File: src/rtl/vco_adc_pkg.sv
// Shared definitions for the VCO ADC sequencer.
//   CNT_W_DEF : default width of the phase-edge counter and of the sample bus
//   OSR_W_DEF : default width of the oversample (window length) input
//   state_t   : sequencer FSM states
package vco_adc_pkg;

    localparam int CNT_W_DEF = 16;
    localparam int OSR_W_DEF = 10;

    typedef enum logic [1:0] {
        ST_IDLE    = 2'd0,
        ST_WARMUP  = 2'd1,
        ST_CONVERT = 2'd2
    } state_t;

endpackage

File: src/rtl/vco_adc_seq_if.sv
// Sample output channel of the VCO ADC sequencer (valid/ready handshake).
//   sample_o       : phase-edge count of one window
//   sample_valid_o : sample_o holds an unconsumed count
//   sample_ready_i : consumer accepts sample_o in this cycle
// Modports: master = sequencer side, slave = consumer side.
interface vco_adc_seq_if
    import vco_adc_pkg::*;
#(
    parameter int CNT_W = CNT_W_DEF
) ();

    logic [CNT_W-1:0] sample_o;
    logic             sample_valid_o;
    logic             sample_ready_i;

    modport master (
        output sample_o,
        output sample_valid_o,
        input  sample_ready_i
    );

    modport slave (
        input  sample_o,
        input  sample_valid_o,
        output sample_ready_i
    );

endinterface

File: src/rtl/vco_phase_sync.sv
// Brings the free-running VCO phase into the wb_clk_i domain and turns each
// rising edge into a single-clock pulse.
//   wb_clk_i : sampling clock
//   wb_rst_n : asynchronous active-low reset, clears every flop
//   phase_in : VCO phase, asynchronous to wb_clk_i
//   edge_o   : one-clock pulse per rising edge of the synchronized phase
module vco_phase_sync (
    input  logic wb_clk_i,
    input  logic wb_rst_n,
    input  logic phase_in,
    output logic edge_o
);

    logic sync1_r;
    logic sync2_r;
    logic prev_r;
    logic edge_r;

    // Two-flop synchronizer, delayed copy for edge detection, registered pulse
    always_ff @(posedge wb_clk_i or negedge wb_rst_n) begin
        if (!wb_rst_n) begin
            sync1_r <= 1'b0;
            sync2_r <= 1'b0;
            prev_r  <= 1'b0;
            edge_r  <= 1'b0;
        end else begin
            sync1_r <= phase_in;
            sync2_r <= sync1_r;
            prev_r  <= sync2_r;
            edge_r  <= sync2_r & ~prev_r;
        end
    end

    assign edge_o = edge_r;

endmodule

File: src/rtl/vco_adc_seq.sv
// VCO-based ADC sequencer: enables the VCO, waits for it to settle, then
// counts synchronized phase edges over fixed-length windows and hands each
// count out over a valid/ready channel.
//   wb_clk_i, wb_rst_n     : clock, asynchronous active-low reset
//   start_i / stop_i       : begin / abort a conversion run (stop wins)
//   cont_i                 : 1 = back-to-back windows, 0 = single window
//   oversample_i           : window length in clocks (0 behaves as 1)
//   warmup_i               : VCO settle time in clocks (0 behaves as 1)
//   phase_in               : VCO phase, asynchronous
//   vco_enb_o              : VCO enable, active-low
//   busy_o                 : sequencer not idle
//   overrun_o/clr_overrun_i: sticky "count dropped" flag and its clear
//   smp                    : sample_o / sample_valid_o / sample_ready_i
module vco_adc_seq
    import vco_adc_pkg::*;
#(
    parameter int CNT_W = CNT_W_DEF,
    parameter int OSR_W = OSR_W_DEF
) (
    input  logic              wb_clk_i,
    input  logic              wb_rst_n,
    input  logic              start_i,
    input  logic              stop_i,
    input  logic              cont_i,
    input  logic [OSR_W-1:0]  oversample_i,
    input  logic [7:0]        warmup_i,
    input  logic              phase_in,
    output logic              vco_enb_o,
    output logic              busy_o,
    output logic              overrun_o,
    input  logic              clr_overrun_i,
    vco_adc_seq_if.master     smp
);

    localparam logic [CNT_W-1:0] CNT_MAX = {CNT_W{1'b1}};
    localparam logic [OSR_W-1:0] OSR_ZERO = {OSR_W{1'b0}};
    localparam logic [OSR_W-1:0] OSR_ONE  = {{(OSR_W-1){1'b0}}, 1'b1};

    state_t           state_r;
    state_t           state_s;
    logic             edge_s;
    logic             offer_s;
    logic             load_s;
    logic             ovr_set_s;
    logic [CNT_W-1:0] count_inc_s;

    // Terminal counts are stored as "length - 1" so a zero length gives one clock
    logic [OSR_W-1:0] osr_last_r;
    logic [7:0]       warm_last_r;
    logic             cont_r;
    logic [OSR_W-1:0] win_cnt_r;
    logic [7:0]       warm_cnt_r;
    logic [CNT_W-1:0] count_r;

    logic [CNT_W-1:0] sample_r;
    logic             valid_r;
    logic             overrun_r;
    logic             vco_enb_r;
    logic             busy_r;

    vco_phase_sync u_sync (
        .wb_clk_i (wb_clk_i),
        .wb_rst_n (wb_rst_n),
        .phase_in (phase_in),
        .edge_o   (edge_s)
    );

    // Running count including this clock's edge, saturating at all-ones
    always_comb begin
        count_inc_s = count_r;
        if (edge_s && (count_r != CNT_MAX)) begin
            count_inc_s = count_r + {{(CNT_W-1){1'b0}}, 1'b1};
        end else begin
            count_inc_s = count_r;
        end
    end

    // Next-state logic; offer_s marks the last clock of a window
    always_comb begin
        state_s = state_r;
        offer_s = 1'b0;
        case (state_r)
            ST_IDLE: begin
                if (start_i && !stop_i) begin
                    state_s = ST_WARMUP;
                end else begin
                    state_s = ST_IDLE;
                end
            end
            ST_WARMUP: begin
                if (stop_i) begin
                    state_s = ST_IDLE;
                end else if (warm_cnt_r == warm_last_r) begin
                    state_s = ST_CONVERT;
                end else begin
                    state_s = ST_WARMUP;
                end
            end
            ST_CONVERT: begin
                if (stop_i) begin
                    state_s = ST_IDLE;
                end else if (win_cnt_r == osr_last_r) begin
                    offer_s = 1'b1;
                    state_s = cont_r ? ST_CONVERT : ST_IDLE;
                end else begin
                    state_s = ST_CONVERT;
                end
            end
            default: begin
                state_s = ST_IDLE;
            end
        endcase
    end

    // FSM state register
    always_ff @(posedge wb_clk_i or negedge wb_rst_n) begin
        if (!wb_rst_n) begin
            state_r <= ST_IDLE;
        end else begin
            state_r <= state_s;
        end
    end

    // Run configuration capture, warm-up/window timers and edge accumulator
    always_ff @(posedge wb_clk_i or negedge wb_rst_n) begin
        if (!wb_rst_n) begin
            osr_last_r  <= OSR_ZERO;
            warm_last_r <= 8'd0;
            cont_r      <= 1'b0;
            win_cnt_r   <= OSR_ZERO;
            warm_cnt_r  <= 8'd0;
            count_r     <= {CNT_W{1'b0}};
        end else begin
            case (state_r)
                ST_IDLE: begin
                    if (start_i && !stop_i) begin
                        osr_last_r  <= (oversample_i == OSR_ZERO) ? OSR_ZERO : (oversample_i - OSR_ONE);
                        warm_last_r <= (warmup_i == 8'd0) ? 8'd0 : (warmup_i - 8'd1);
                        cont_r      <= cont_i;
                    end
                    win_cnt_r  <= OSR_ZERO;
                    warm_cnt_r <= 8'd0;
                    count_r    <= {CNT_W{1'b0}};
                end
                ST_WARMUP: begin
                    warm_cnt_r <= warm_cnt_r + 8'd1;
                    win_cnt_r  <= OSR_ZERO;
                    count_r    <= {CNT_W{1'b0}};
                end
                ST_CONVERT: begin
                    // A window end restarts the next window with no gap
                    if (win_cnt_r == osr_last_r) begin
                        win_cnt_r <= OSR_ZERO;
                        count_r   <= {CNT_W{1'b0}};
                    end else begin
                        win_cnt_r <= win_cnt_r + OSR_ONE;
                        count_r   <= count_inc_s;
                    end
                end
                default: begin
                    win_cnt_r  <= OSR_ZERO;
                    warm_cnt_r <= 8'd0;
                    count_r    <= {CNT_W{1'b0}};
                end
            endcase
        end
    end

    // A count is accepted only if the output register is free or being drained
    assign load_s    = offer_s & (~valid_r | smp.sample_ready_i);
    assign ovr_set_s = offer_s & valid_r & ~smp.sample_ready_i;

    // Output sample register, sticky overrun and registered status outputs
    always_ff @(posedge wb_clk_i or negedge wb_rst_n) begin
        if (!wb_rst_n) begin
            sample_r  <= {CNT_W{1'b0}};
            valid_r   <= 1'b0;
            overrun_r <= 1'b0;
            vco_enb_r <= 1'b1;
            busy_r    <= 1'b0;
        end else begin
            if (load_s) begin
                sample_r <= count_inc_s;
                valid_r  <= 1'b1;
            end else if (valid_r && smp.sample_ready_i) begin
                valid_r <= 1'b0;
            end
            if (ovr_set_s) begin
                overrun_r <= 1'b1;
            end else if (clr_overrun_i) begin
                overrun_r <= 1'b0;
            end
            vco_enb_r <= (state_s == ST_IDLE);
            busy_r    <= (state_s != ST_IDLE);
        end
    end

    assign smp.sample_o       = sample_r;
    assign smp.sample_valid_o = valid_r;
    assign overrun_o          = overrun_r;
    assign vco_enb_o          = vco_enb_r;
    assign busy_o             = busy_r;

endmodule

File: src/flat_wrapper.sv
// flat-port wrapper written by rule: the top's interface ports become plain ports
module vco_adc_seq_flat import vco_adc_pkg::*;
#(
    parameter int CNT_W = CNT_W_DEF,
    parameter int OSR_W = OSR_W_DEF
)
  (wb_clk_i, wb_rst_n, start_i, stop_i, cont_i, oversample_i, warmup_i, phase_in, vco_enb_o, busy_o, overrun_o, clr_overrun_i, smp_sample_o, smp_sample_valid_o, smp_sample_ready_i);
  vco_adc_seq_if #(.CNT_W(CNT_W)) smp_i ();
  input  logic wb_clk_i;
  input  logic wb_rst_n;
  input  logic start_i;
  input  logic stop_i;
  input  logic cont_i;
  input  logic [OSR_W-1:0] oversample_i;
  input  logic [7:0] warmup_i;
  input  logic phase_in;
  output logic vco_enb_o;
  output logic busy_o;
  output logic overrun_o;
  input  logic clr_overrun_i;
  output wire logic [$bits(smp_i.sample_o)-1:0] smp_sample_o;
  output wire logic [$bits(smp_i.sample_valid_o)-1:0] smp_sample_valid_o;
  input wire logic [$bits(smp_i.sample_ready_i)-1:0] smp_sample_ready_i;
  assign smp_sample_o = smp_i.sample_o;
  assign smp_sample_valid_o = smp_i.sample_valid_o;
  assign smp_i.sample_ready_i = smp_sample_ready_i;
  vco_adc_seq #(.CNT_W(CNT_W), .OSR_W(OSR_W)) u_core (.wb_clk_i(wb_clk_i), .wb_rst_n(wb_rst_n), .start_i(start_i), .stop_i(stop_i), .cont_i(cont_i), .oversample_i(oversample_i), .warmup_i(warmup_i), .phase_in(phase_in), .vco_enb_o(vco_enb_o), .busy_o(busy_o), .overrun_o(overrun_o), .clr_overrun_i(clr_overrun_i), .smp(smp_i));
endmodule
File: config.mk
export PLATFORM = sky130hd
export DESIGN_NAME = vco_adc_seq_flat
export DESIGN_NICKNAME = d
export VERILOG_FILES = /design/src/rtl/vco_adc_pkg.sv /design/src/rtl/vco_adc_seq_if.sv /design/src/rtl/vco_phase_sync.sv /design/src/rtl/vco_adc_seq.sv /design/src/flat_wrapper.sv
export SDC_FILE = /design/constraint.sdc
export NUM_CORES = 1
export LEC_CHECK = 0
export BUFFER_PORTS_ARGS = -buffer_cell sky130_fd_sc_hd__buf_4
export CORE_MARGIN = 3
export CORE_UTILIZATION = 58
export CTS_CLUSTER_DIAMETER = 200
export DETAILED_ROUTE_END_ITERATION = 10
export PLACE_DENSITY = 0.9
export SETUP_SLACK_MARGIN = 0.4
export SLEW_MARGIN = 20
export SYNTH_ARGS = -nofsm -noshare
export SYNTH_HDL_FRONTEND = slang
export SYNTH_SLANG_ARGS = --single-unit
File: constraint.sdc
create_clock -name wb_clk_i -period 2.6 [get_ports wb_clk_i]
set_input_delay 0.13 -clock wb_clk_i [delete_from_list [all_inputs] [get_ports wb_clk_i]]
set_output_delay 0.13 -clock wb_clk_i [all_outputs]
set_load 0.01 [all_outputs]
==> results.md, run 1 <==
- Pleak: approximately 2 nW
- Maxcap violations: 0
- Largest stage delay on the critical path: roughly 0.43 ns
- Initial DRC count: 162
- Post-synth top flop: dfrtp_1
- Crit. End Element: register
- First drt pass iteration count: 4
- Min cycle time layout: 1.924 ns
- CTS tree: built
- # clock sinks: 79
- CP max stage cell: dfrtp_1
- Avg Inst Size Synth: 10.01 um^2
- Core outline area: roughly 6200 um^2
- Port-buffer cells: 45
- Post-route core utilization: 73.15%
- Final period utilization: 74.00%
- Async SR Flop Fraction: 100.0%
- Rows: 28
- Mapped Area: 3825 um^2
- CTS H-tree depth: 3
- Multi-input logic area: roughly 1700 um^2
- Final hold vios: 0
- Met3 wire length: 383 um
- Via count: 2885
- Setup violators final: 0
- Reg clk slew, reported paths: 0.08 ns
- Worst min path class: input port to register
- RSZ-0062 raised after global routing: false
- Fin area: 4511 um^2
- Fin nets: between 400 and 500
- Placed Instance Area: 4257 um^2
- EDFF count, synth: 0
- WL/cell: roughly 14 um
- Metal-1 WL: 3.176 mm
- Peak VDD IR: 0.0003957 V
- Count leader, synth: dfrtp_1
- Fillers: around 460
- Die height: around 87 um
- CP cell instances: ha_1 > nand4_1 > nor4_1 > buf_4 > nand2b_1 > mux2i_1 > mux2i_1
- Mapped Nets: 413
- Met2 wire len: between 3 and 4 mm
- Post-Layout Cell Count: ~520
- Gr usage total: 21.02%
- CTS root buf: clkbuf_8
- Post-CTS setup buffer count: 0
- Library cells used by synthesis: 39
- CP arrival: 2.16 ns
- Initial antenna violation count: 0
- Syn Inst Count: between 300 and 400
- DRT antenna net count: 0
- Synth top area share: about 50%
- GRT overflow: 0
- Hpwl dp: 5.319 mm
- Worst-skew pair later-pin latency: approximately 0.36 ns
- Synthesis-to-layout area growth: 17.93%
- Slew @ Worst Pin: 0.9480 ns
- Wire length of the first global-routing pass: between 10 and 15 mm
- WHS: 0.05449 ns
- Share of cells above drive strength 1: 16.82%
- Initial Util: 62.03%
- Boundary Pins: 46
- Placed Instances: 499
- Required time worst endpoint: 2.84 ns
- Pin count of the biggest net entering global routing: 80
- Slew Viols, Final: 0
- Seq/Total Area, Yosys: 51.72%
- RePlAce Congestion: about 0.85
- Largest area contributor in the netlist: dfrtp_1
- Max Used Layer: met4
- Rel. slew slack: ~37%
- Detail-routed via count per cell: 5.537
- Flip-flop and latch count after synthesis: 79
- Setup CP Type: register to register
- Synth warn: 0
- Die width: 87.21 um
- Vias in the first global route: between 2000 and 3000
- Antenna Cells: 0
- CTS max path bufs: 2
- Commonest cells post-synth: 78 x dfrtp_1, 41 x nand2_1, 41 x nor2_1, 30 x o21ai_0, 26 x xnor2_1
- CP Max Fanout: 5
- Most Frequent Cell on Critical Path: mux2i_1
- DRC violations left: 0
- Sequential cell area: 1978 um^2
- Ranking of synthesized cells by area: dfrtp_1 51%, xnor2_1 6.0%, mux2i_1 5.5%
- PwrDens: 580.0 nW/um^2
- Final wirelength: 7.436 mm
- Fmax achieved: around 520 MHz
- Final setup TNS: 0 ns
- Die area: roughly 7600 um^2
- Clk_skew: 0.008072 ns
- CP Launch Type: register
- Status: complete, no violations
- Num CTS Buffers: 9
## final cells by class
| cell class | instances | area share, % |
|---|---|---|
| Inverter | 22 | 1.831 |
| Clock buffer | 10 | 2.829 |
| Multi-Input combinational cell | 273 | 38.39 |
| Timing Repair Buffer | 56 | 9.653 |
| Clock inverter | 6 | 1.359 |
| Tap cell | 75 | 2.080 |
| Sequential cell | 79 | 43.86 |
## critical path: cells and delay by family (launching register included)
family	cells	cell delay, ns
flops	1	0.43
fa+ha+maj	1	0.27
mux	2	0.39
buf+inv	1	0.17
simple gates	3	0.55
## final timing paths
path                                  startpoint                     end  slack (ns)  cells past startpoint
max                            u_core.count_r[0]  u_core.smp.sample_o[1]        0.68                      7
min                                       stop_i           u_core.busy_o        0.05                      2
max reg2reg                    u_core.count_r[0]  u_core.smp.sample_o[1]        0.68                      7
min reg2reg                u_core.u_sync.sync1_r   u_core.u_sync.sync2_r        0.36                      0
max in group asynchronous               wb_rst_n     u_core.win_cnt_r[0]        1.52                      2
min in group asynchronous               wb_rst_n  u_core.smp.sample_o[5]        0.46                      2
## report_power, final
group	switching, mW	total (mW)	internal [mW]
sequential	0.0803	1.41	1.33
combinational	0.170	0.329	0.158
clock	0.437	0.877	0.440
total	0.687	2.62	1.93
## stage by stage
step	setup slack, ns	total power [mW]
CTS	0.4898	2.641
global route	0.4821	2.745
floorplan	0.7178	1.610
finish	0.6760	2.616
global placement	0.7707	1.735
detailed placement	0.6567	1.754
## flip-flops by register name, summed over array words and instances, names as in the netlist, 2 cells and up
signal and flops:
u_core.smp.sample_o 16, u_core.warm_last_r 8, u_core.state_r 2, u_core.warm_cnt_r 8
u_core.count_r 16, u_core.osr_last_r 10, u_core.win_cnt_r 10
## layout by cell type (no fill, tap or decap), types with 5 or more instances in the layout
| cell type | Yosys | routed |
|---|---|---|
| dfrtp_1 | 78 | 78 |
| nand4_1 | 12 | 12 |
| dlygate4sd3_1 | 0 | 6 |
| clkbuf_8 | 0 | 9 |
| mux2i_1 | 21 | 21 |
| inv_1 | 22 | 22 |
| xnor2_1 | 26 | 26 |
| and3_1 | 10 | 10 |
| nor3_1 | 5 | 5 |
| nor2_1 | 41 | 41 |
| nand2_1 | 41 | 41 |
| nand3_1 | 8 | 8 |
| xor2_1 | 22 | 22 |
| ha_1 | 5 | 5 |
| buf_4 | 0 | 50 |
| o21ai_0 | 30 | 30 |
| a21oi_1 | 7 | 7 |
| nor4_1 | 5 | 5 |
| nand2b_1 | 6 | 6 |
## logic make-up after synthesis
family	after synthesis	share of synthesized area [%]
AND/OR/NAND/NOR	151	19.89
flip-flops	79	51.72
XOR/XNOR	48	10.99
AO/OA/AOI/OAI	46	6.543
buffers and inverters	30	3.140
multiplexers	23	6.084
adder cells (fa/ha/maj)	5	1.636
## per-layer routing
layer  vias up  global-route usage (%)
met3        14                   3.690
met5         -                       0
met2        77                   35.61
met4         0                   10.74
li1       1415                       -
met1      1379                   25.72
## timing repair
action	in CTS	in global routing
hold buffers	6	0
gates resized for setup	0	1
endpoints found under the hold margin	83	0
endpoints found under the setup margin	0	5
(Power assumes the default switching activity.)
==> run 2: changes to the inputs <==
--- a/config.mk
+++ b/config.mk
@@ -5,9 +5,10 @@
 export SDC_FILE = /design/constraint.sdc
 export NUM_CORES = 1
 export LEC_CHECK = 0
+export ABC_AREA = 1
 export BUFFER_PORTS_ARGS = -buffer_cell sky130_fd_sc_hd__buf_4
 export CORE_MARGIN = 3
-export CORE_UTILIZATION = 58
+export CORE_UTILIZATION = 59
 export CTS_CLUSTER_DIAMETER = 200
 export DETAILED_ROUTE_END_ITERATION = 10
 export PLACE_DENSITY = 0.9
==> constraint.sdc (replaced) <==
create_clock -name wb_clk_i -period 1.9 [get_ports wb_clk_i]
set_input_delay 0.095 -clock wb_clk_i [delete_from_list [all_inputs] [get_ports wb_clk_i]]
set_output_delay 0.095 -clock wb_clk_i [all_outputs]
set_load 0.01 [all_outputs]
==> run 2 against run 1 <==
Die area is 8.9% higher; utilization is 6.4 points higher; register-to-register slack worse by 0.51 ns.
==> results.md, run 2 <==
- Status: complete, no violations
- CP Max Fanout: 4 (-1)
- Peak VDD IR: 0.0004160 V (+5.1%)
- Slew Viols, Final: 0 (unchanged)
- Crit path buffers/inverters: 0 (-1)
- Seq/Total Area, Yosys: 46.42% (-5.3 points)
- Die area: 8279 um^2 (+8.9%)
- CTS max path bufs: 2 (unchanged)
- Synthesis-to-layout area growth: 28.89%
- Antenna Cells: 0 (unchanged)
- CP arrival: 2.04 ns (-0.12 ns)
- Slew @ Worst Pin: 0.4430 ns (-0.5050 ns)
- Most frequent cells in the layout: 164 x nand2_1, 72 x dfrtp_1, 66 x inv_1, 66 x buf_4, 38 x nor2_1
- RePlAce Congestion: 0.8624 (+1.2%)
- Synth top area share: 45.80% (-5.2 points)
- Post-synth top flop: dfrtp_1
- Die height: 90.99 um (+4.3%)
- Reg clk slew, reported paths: 0.09 ns (about the same)
- Port-buffer cells: 45 (unchanged)
- Num CTS Buffers: 9 (unchanged)
- Gr usage total: 24.02% (+3.0 points)
- Largest stage delay on the critical path: 0.47 ns (+0.04 ns)
- Count leader, synth: nand2_1
- DRT antenna net count: 0 (unchanged)
- CTS H-tree depth: 3 (unchanged)
- Flip-flop and latch count after synthesis: 79 (unchanged)
- CTS tree: built
- Share of cells above drive strength 1: 27.47% (+11 points)
- Final setup TNS: 0 ns (unchanged)
- Syn Inst Count: 549 (+44%)
- Setup violators final: 0 (unchanged)
- Initial antenna violation count: 0 (unchanged)
- Worst min path class: input port to register
- Most Frequent Cell on Critical Path: nand2_1
- Die width: 90.99 um (+4.3%)
- Hold_sp: warmup_i[5]
- Mapped Nets: 580 (+40%)
- Async SR Flop Fraction: 100.0% (unchanged)
- Ranking of synthesized cells by area: dfrtp_1 46%, nand2_1 15%, inv_1 6.1%
- Pin count of the biggest net entering global routing: 48 (-40%)
- Final wirelength: 11.39 mm (+53%)
- Detail-routed via count per cell: 5.469 (-1.2%)
- R2r endpoint: u_core.smp.sample_o[15]
- Total design power: 3.879 mW (+48%)
- Via count: 4009 (+39%)
- Worst-skew pair later-pin latency: 0.37 ns (about the same)
- EDFF count, synth: 0 (unchanged)
- Fin nets: 663 (+40%)
- Core outline area: 6907 um^2 (+12%)
- WL/cell: 15.53 um (+8.8%)
- Hold Path Stages: 3 (+1)
- Wire length of the first global-routing pass: 16.00 mm (+29%)
- Boundary Pins: 46 (unchanged)
- CP Launch Type: register
- Fillers: 440 (-3.7%)
- Hpwl dp: 6.481 mm (+22%)
- Min cycle time layout: 1.738 ns (-0.1864 ns)
- Vias in the first global route: 3625 (+30%)
- Initial Util: 61.70% (-0.33 points)
- CP max stage cell: dfrtp_1
- GRT overflow: 0 (unchanged)
- Required time worst endpoint: 2.20 ns (-0.64 ns)
- R2R cell count: 8 (+1)
- Rel. slew slack: 70.47% (+34 points)
- Setup CP Type: register to register
- Synth warn: 0 (unchanged)
- Final hold vios: 0 (unchanged)
- Fmax achieved: 575.5 MHz (+11%)
- Pleak: 2.624 nW (+29%)
- RSZ-0062 raised after global routing: true
- Library cells used by synthesis: 33 (-15%)
- DRC violations left: 0 (unchanged)
- Crit. End Element: register
- Initial DRC count: 264 (+63%)
- Most common cell after layout, fill and taps aside: nand2_1
- Rows: 30 (+7.1%)
- R2R setup slack: 0.16 ns (-0.51 ns)
- PwrDens: 706.2 nW/um^2 (+22%)
- Commonest cells post-synth: 170 x nand2_1, 78 x dfrtp_1, 69 x inv_1, 59 x nor2_1, 28 x nand3_1
- Mapped Area: 4262 um^2 (+11%)
- Delay-heaviest family, CP: simple AND/OR/NAND/NOR gates
- Avg Inst Size Synth: 7.762 um^2 (-22%)
- Clk_skew: 0.01157 ns (+0.003493 ns)
- Final period utilization: 91.46% (+17 points)
- CTS root buf: clkbuf_8
- CP Depth: 8 (+1)
- Largest area contributor in the netlist: dfrtp_1
- WHS: 0.01873 ns (-0.03576 ns)
- Worst Hold End: u_core.warm_last_r[5]
- First drt pass iteration count: 6 (+2)
- Maxcap violations: 0 (unchanged)
- FF-to-FF Start: u_core.count_r[3]
- CP cell instances: nand2_1 > nor2_2 > nand2_1 > o21bai_1 > nand2_1 > a21oi_2 > nand2_1 > nand2_1
- # clock sinks: 79 (unchanged)
run 2: cell count changes in the layout (fill, tap and decap cells not counted), moves of 8 or more:
cell | before | now
and3_1 | 10 | 0
buf_4 | 50 | 66
inv_1 | 22 | 66
inv_2 | 0 | 10
mux2i_1 | 21 | 0
nand2_1 | 41 | 164
nand2_2 | 0 | 9
nand3_1 | 8 | 25
nor2_2 | 1 | 16
nor2_4 | 0 | 15
o21ai_0 | 30 | 18
o22ai_1 | 1 | 9
xnor2_1 | 26 | 10
run 2: layout make-up:
| type | count | area [um^2] | share of cell area, % |
|---|---|---|---|
| Timing Repair Buffer | 80 | 703.2 | 12.80 |
| Sequential cell | 79 | 1986 | 36.15 |
| Clock inverter | 5 | 81.33 | 1.481 |
| Tap cell | 96 | 120.1 | 2.187 |
| Inverter | 76 | 285.3 | 5.194 |
| Clock buffer | 11 | 141.4 | 2.574 |
| Multi-Input combinational cell | 386 | 2176 | 39.61 |
run 2: tightest hold or removal path, stage by stage:
cell and delay, ns:
buf_4 0.09, xnor2_1 0.06, o22ai_1 0.09
run 2: how the worst max path moves through the flow:
stage | start | to
after floorplan | u_core.count_r[0] | u_core.smp.sample_o[4]
after global placement | u_core.count_r[0] | u_core.smp.sample_o[9]
after detailed placement | u_core.count_r[0] | u_core.smp.sample_o[9]
after CTS | u_core.win_cnt_r[2] | u_core.smp.sample_o[13]
after global routing | u_core.count_r[3] | u_core.smp.sample_o[15]
final | u_core.count_r[3] | u_core.smp.sample_o[15]
run 2: per-stage QoR:
| stage | util (%) | std cells | instance area (um^2) | setup WS (ns) |
|---|---|---|---|---|
| finish | 79.53 | 733 | 5493 | 0.1623 |
| floorplan | - | 549 | 4298 | 0.3546 |
| CTS | 74.40 | 717 | 5139 | 0.2951 |
| global route | 79.53 | 733 | 5493 | 0.1279 |
| detailed placement | 69.08 | 691 | 4771 | 0.1498 |
| global placement | 69.08 | 691 | 4771 | 0.2557 |
run 2: logic make-up (layout without fill, tap and decap cells):
group	count (synthesis)	in the layout	synth area share, %
xor gates and xnor gates	31	31	6.371
buffers and inverters	84	172	8.221
DFF	79	79	46.42
and+or+nand+nor	303	303	31.00
adders and majority gates	5	5	1.468
AOI/OAI and AO/OA	47	47	6.518
run 2: what timing repair did:
| action | 4_1_cts | 5_1_grt |
|---|---|---|
| pin swaps | 2 | 11 |
| hold buffers | 5 | 0 |
| resized for setup | 16 | 55 |
| cloned | 0 | 3 |
| buffers inserted | 5 | 13 |
| endpoints found under the hold margin | 36 | 0 |
| setup endpoints to repair | 42 | 48 |
run 2: per-layer routing:
layer  GRT usage, %  share of wire, %
met1          28.25                38
met2          42.55                50
met3          5.800               7.4
met4          8.668               4.5
met5              0                 0
run 2: power breakdown:
part           total, mW  leakage [nW]  switching [mW]  internal [mW]
sequential          1.87          1.05          0.0739           1.80
combinational      0.585          1.47           0.344          0.241
clock               1.42         0.110           0.643          0.776
==> run 3: changes to the inputs <==
--- a/config.mk
+++ b/config.mk
@@ -12,6 +12,7 @@
 export CTS_CLUSTER_DIAMETER = 200
 export DETAILED_ROUTE_END_ITERATION = 10
 export PLACE_DENSITY = 0.9
+export RECOVER_POWER = 50
 export SETUP_SLACK_MARGIN = 0.4
 export SLEW_MARGIN = 20
 export SYNTH_ARGS = -nofsm -noshare
==> run 3 against run 2 <==
Clock-buffer cell count stayed put; total power is 0.11% lower; sequential power barely moved.
==> results.md, run 3 (synthesis results as in run 2) <==
- Status: complete, no violations
- Worst Hold End: u_core.warm_last_r[5]
- Slew @ Worst Pin: 0.8512 ns (+0.4082 ns)
- CTS H-tree depth: 3 (unchanged)
- CTS tree: built
- Crit path from: u_core.count_r[3]
- Pin count of the biggest net entering global routing: 48 (unchanged)
- Pleak: 2.598 nW (-1.0%)
- Synthesis-to-layout area growth: 28.30%
- Hold Path Stages: 3 (unchanged)
- Vias in the first global route: 3625 (unchanged)
- Rel. slew slack: 43.25% (-27 points)
- Hpwl dp: 6.481 mm (unchanged)
- Final setup TNS: 0 ns (unchanged)
- Internal power: 2.814 mW (-0.13%)
- CP arrival: 2.03 ns (about the same)
- CTS max path bufs: 2 (unchanged)
- Rows: 30 (unchanged)
- Crit. End Element: register
- Peak VDD IR: 0.0004155 V (-0.12%)
- Die height: 90.99 um (unchanged)
- First drt pass iteration count: 5 (-1)
- Multi-input logic area: 2176 um^2 (unchanged)
- Clk_skew: 0.01112 ns (-0.0004471 ns)
- Logic pwr share: 15.0% (about the same)
- Wire length of the first global-routing pass: 16.00 mm (unchanged)
- Via count: 4026 (+0.42%)
- Maxcap violations: 0 (unchanged)
- Final wirelength: 11.39 mm (about the same)
- Slew Viols, Final: 0 (unchanged)
- Initial Util: 61.70% (unchanged)
- Placed Instances: 691 (unchanged)
- RePlAce Congestion: 0.8624 (unchanged)
- Sequential cell area: 1986 um^2 (unchanged)
- Min cycle time layout: 1.730 ns (-0.007992 ns)
- CTS root buf: clkbuf_8
- DRC violations left: 0 (unchanged)
- WL/cell: 15.53 um (about the same)
- Final hold vios: 0 (unchanged)
- Die area: 8279 um^2 (unchanged)
- Flop pwr share: 48.4% (about the same)
- Required time worst endpoint: 2.20 ns (about the same)
- Share of cells above drive strength 1: 26.53% (-0.94 points)
- Fin nets: 663 (unchanged)
- DRT antenna net count: 0 (unchanged)
- Initial DRC count: 304 (+15%)
- Antenna Cells: 0 (unchanged)
- Post-Layout Cell Count: 733 (unchanged)
- Most frequent cells in the layout: 164 x nand2_1, 72 x dfrtp_1, 66 x inv_1
- Die width: 90.99 um (unchanged)
- Setup violators final: 0 (unchanged)
- Core outline area: 6907 um^2 (unchanged)
- Psw: 1.060 mW (about the same)
- Boundary Pins: 46 (unchanged)
- # clock sinks: 79 (unchanged)
- Reg clk slew, reported paths: 0.09 ns (about the same)
- Initial antenna violation count: 0 (unchanged)
- Most common cell after layout, fill and taps aside: nand2_1
- FF-to-FF Start: u_core.count_r[3]
- Gr usage total: 24.02% (unchanged)
- CP Launch Type: register
- Final period utilization: 91.04% (-0.42 points)
- WHS: 0.01722 ns (-0.001512 ns)
- R2R setup slack: 0.17 ns (about the same)
- Worst min path class: input port to register
- GRT overflow: 0 (unchanged)
- Worst-skew pair later-pin latency: 0.37 ns (about the same)
- R2R cell count: 8 (unchanged)
- Detail-routed via count per cell: 5.492 (+0.42%)
- Num CTS Buffers: 9 (unchanged)
- R2r endpoint: u_core.smp.sample_o[15]
- Clk pwr share: 36.6% (about the same)
- Switch share: 27.37% (about the same)
- PwrDens: 708.6 nW/um^2 (+0.34%)
- Fmax achieved: 578.1 MHz (+0.46%)
- RSZ-0062 raised after global routing: true
- Fillers: 450 (+2.3%)
- Setup CP Type: register to register
- CP Max Fanout: 4 (unchanged)
- Port-buffer cells: 45 (unchanged)
- Hold_sp: warmup_i[5]
==> run 3: area by class of cell <==
cell class	instances	area share, %
Inverter	76	5.217
Tap cell	96	2.197
Sequential cell	79	36.32
Timing Repair Buffer	80	12.40
Clock buffer	11	2.586
Multi-Input combinational cell	386	39.79
Clock inverter	5	1.487
==> run 3: worst max path at each step <==
stage                                    to  slack, ns  cells after the start
floorplan            u_core.smp.sample_o[4]       0.35                     11
global placement     u_core.smp.sample_o[9]       0.26                     12
detailed placement   u_core.smp.sample_o[9]       0.15                     12
CTS                 u_core.smp.sample_o[13]       0.30                     10
global route        u_core.smp.sample_o[15]       0.13                      8
finish              u_core.smp.sample_o[15]       0.17                      8
==> run 3: stage by stage <==
stage	setup WS [ns]	instance area (um^2)	util (%)	power [mW]
floorplan	0.3546	4298	-	2.248
global placement	0.2557	4771	69.08	2.401
detailed placement	0.1498	4771	69.08	2.435
CTS	0.2951	5139	74.40	3.843
global route	0.1279	5468	79.17	4.046
finish	0.1703	5468	79.17	3.875
==> run 3: timing repair <==
| action | 4_1_cts | 5_1_grt |
|---|---|---|
| setup endpoints to repair | 42 | 48 |
| cloned | 0 | 3 |
| hold buffers | 5 | 0 |
| endpoints found under the hold margin | 36 | 0 |
| pin swaps | 2 | 11 |
| resized for setup | 16 | 55 |
| buffers inserted | 5 | 13 |
==> run 3: layer usage <==
layer | part of all wire, % | global-route usage [%]
met1 | 38 | 28.25
met3 | 7.2 | 5.800
met4 | 4.0 | 8.668
met5 | 0 | 0
met2 | 51 | 42.55
==> run 3: power by group through the flow <==
stage	Clock [mW]	Sequential [mW]	Combinational, mW
finish	1.42	1.87	0.582
detailed placement	0	1.90	0.531
floorplan	0	1.89	0.355
global placement	0	1.90	0.504
global route	1.50	1.89	0.654
CTS	1.42	1.87	0.551
==> run 3: worst max-delay path, stage by stage, from the launching register on <==
cell and delay (ns):
dfrtp_1 0.47, nand2_1 0.18, nor2_2 0.22, nand2_1 0.12
o21bai_1 0.17, nand2_1 0.08, a21oi_2 0.18, nand2_1 0.12
nand2_1 0.10
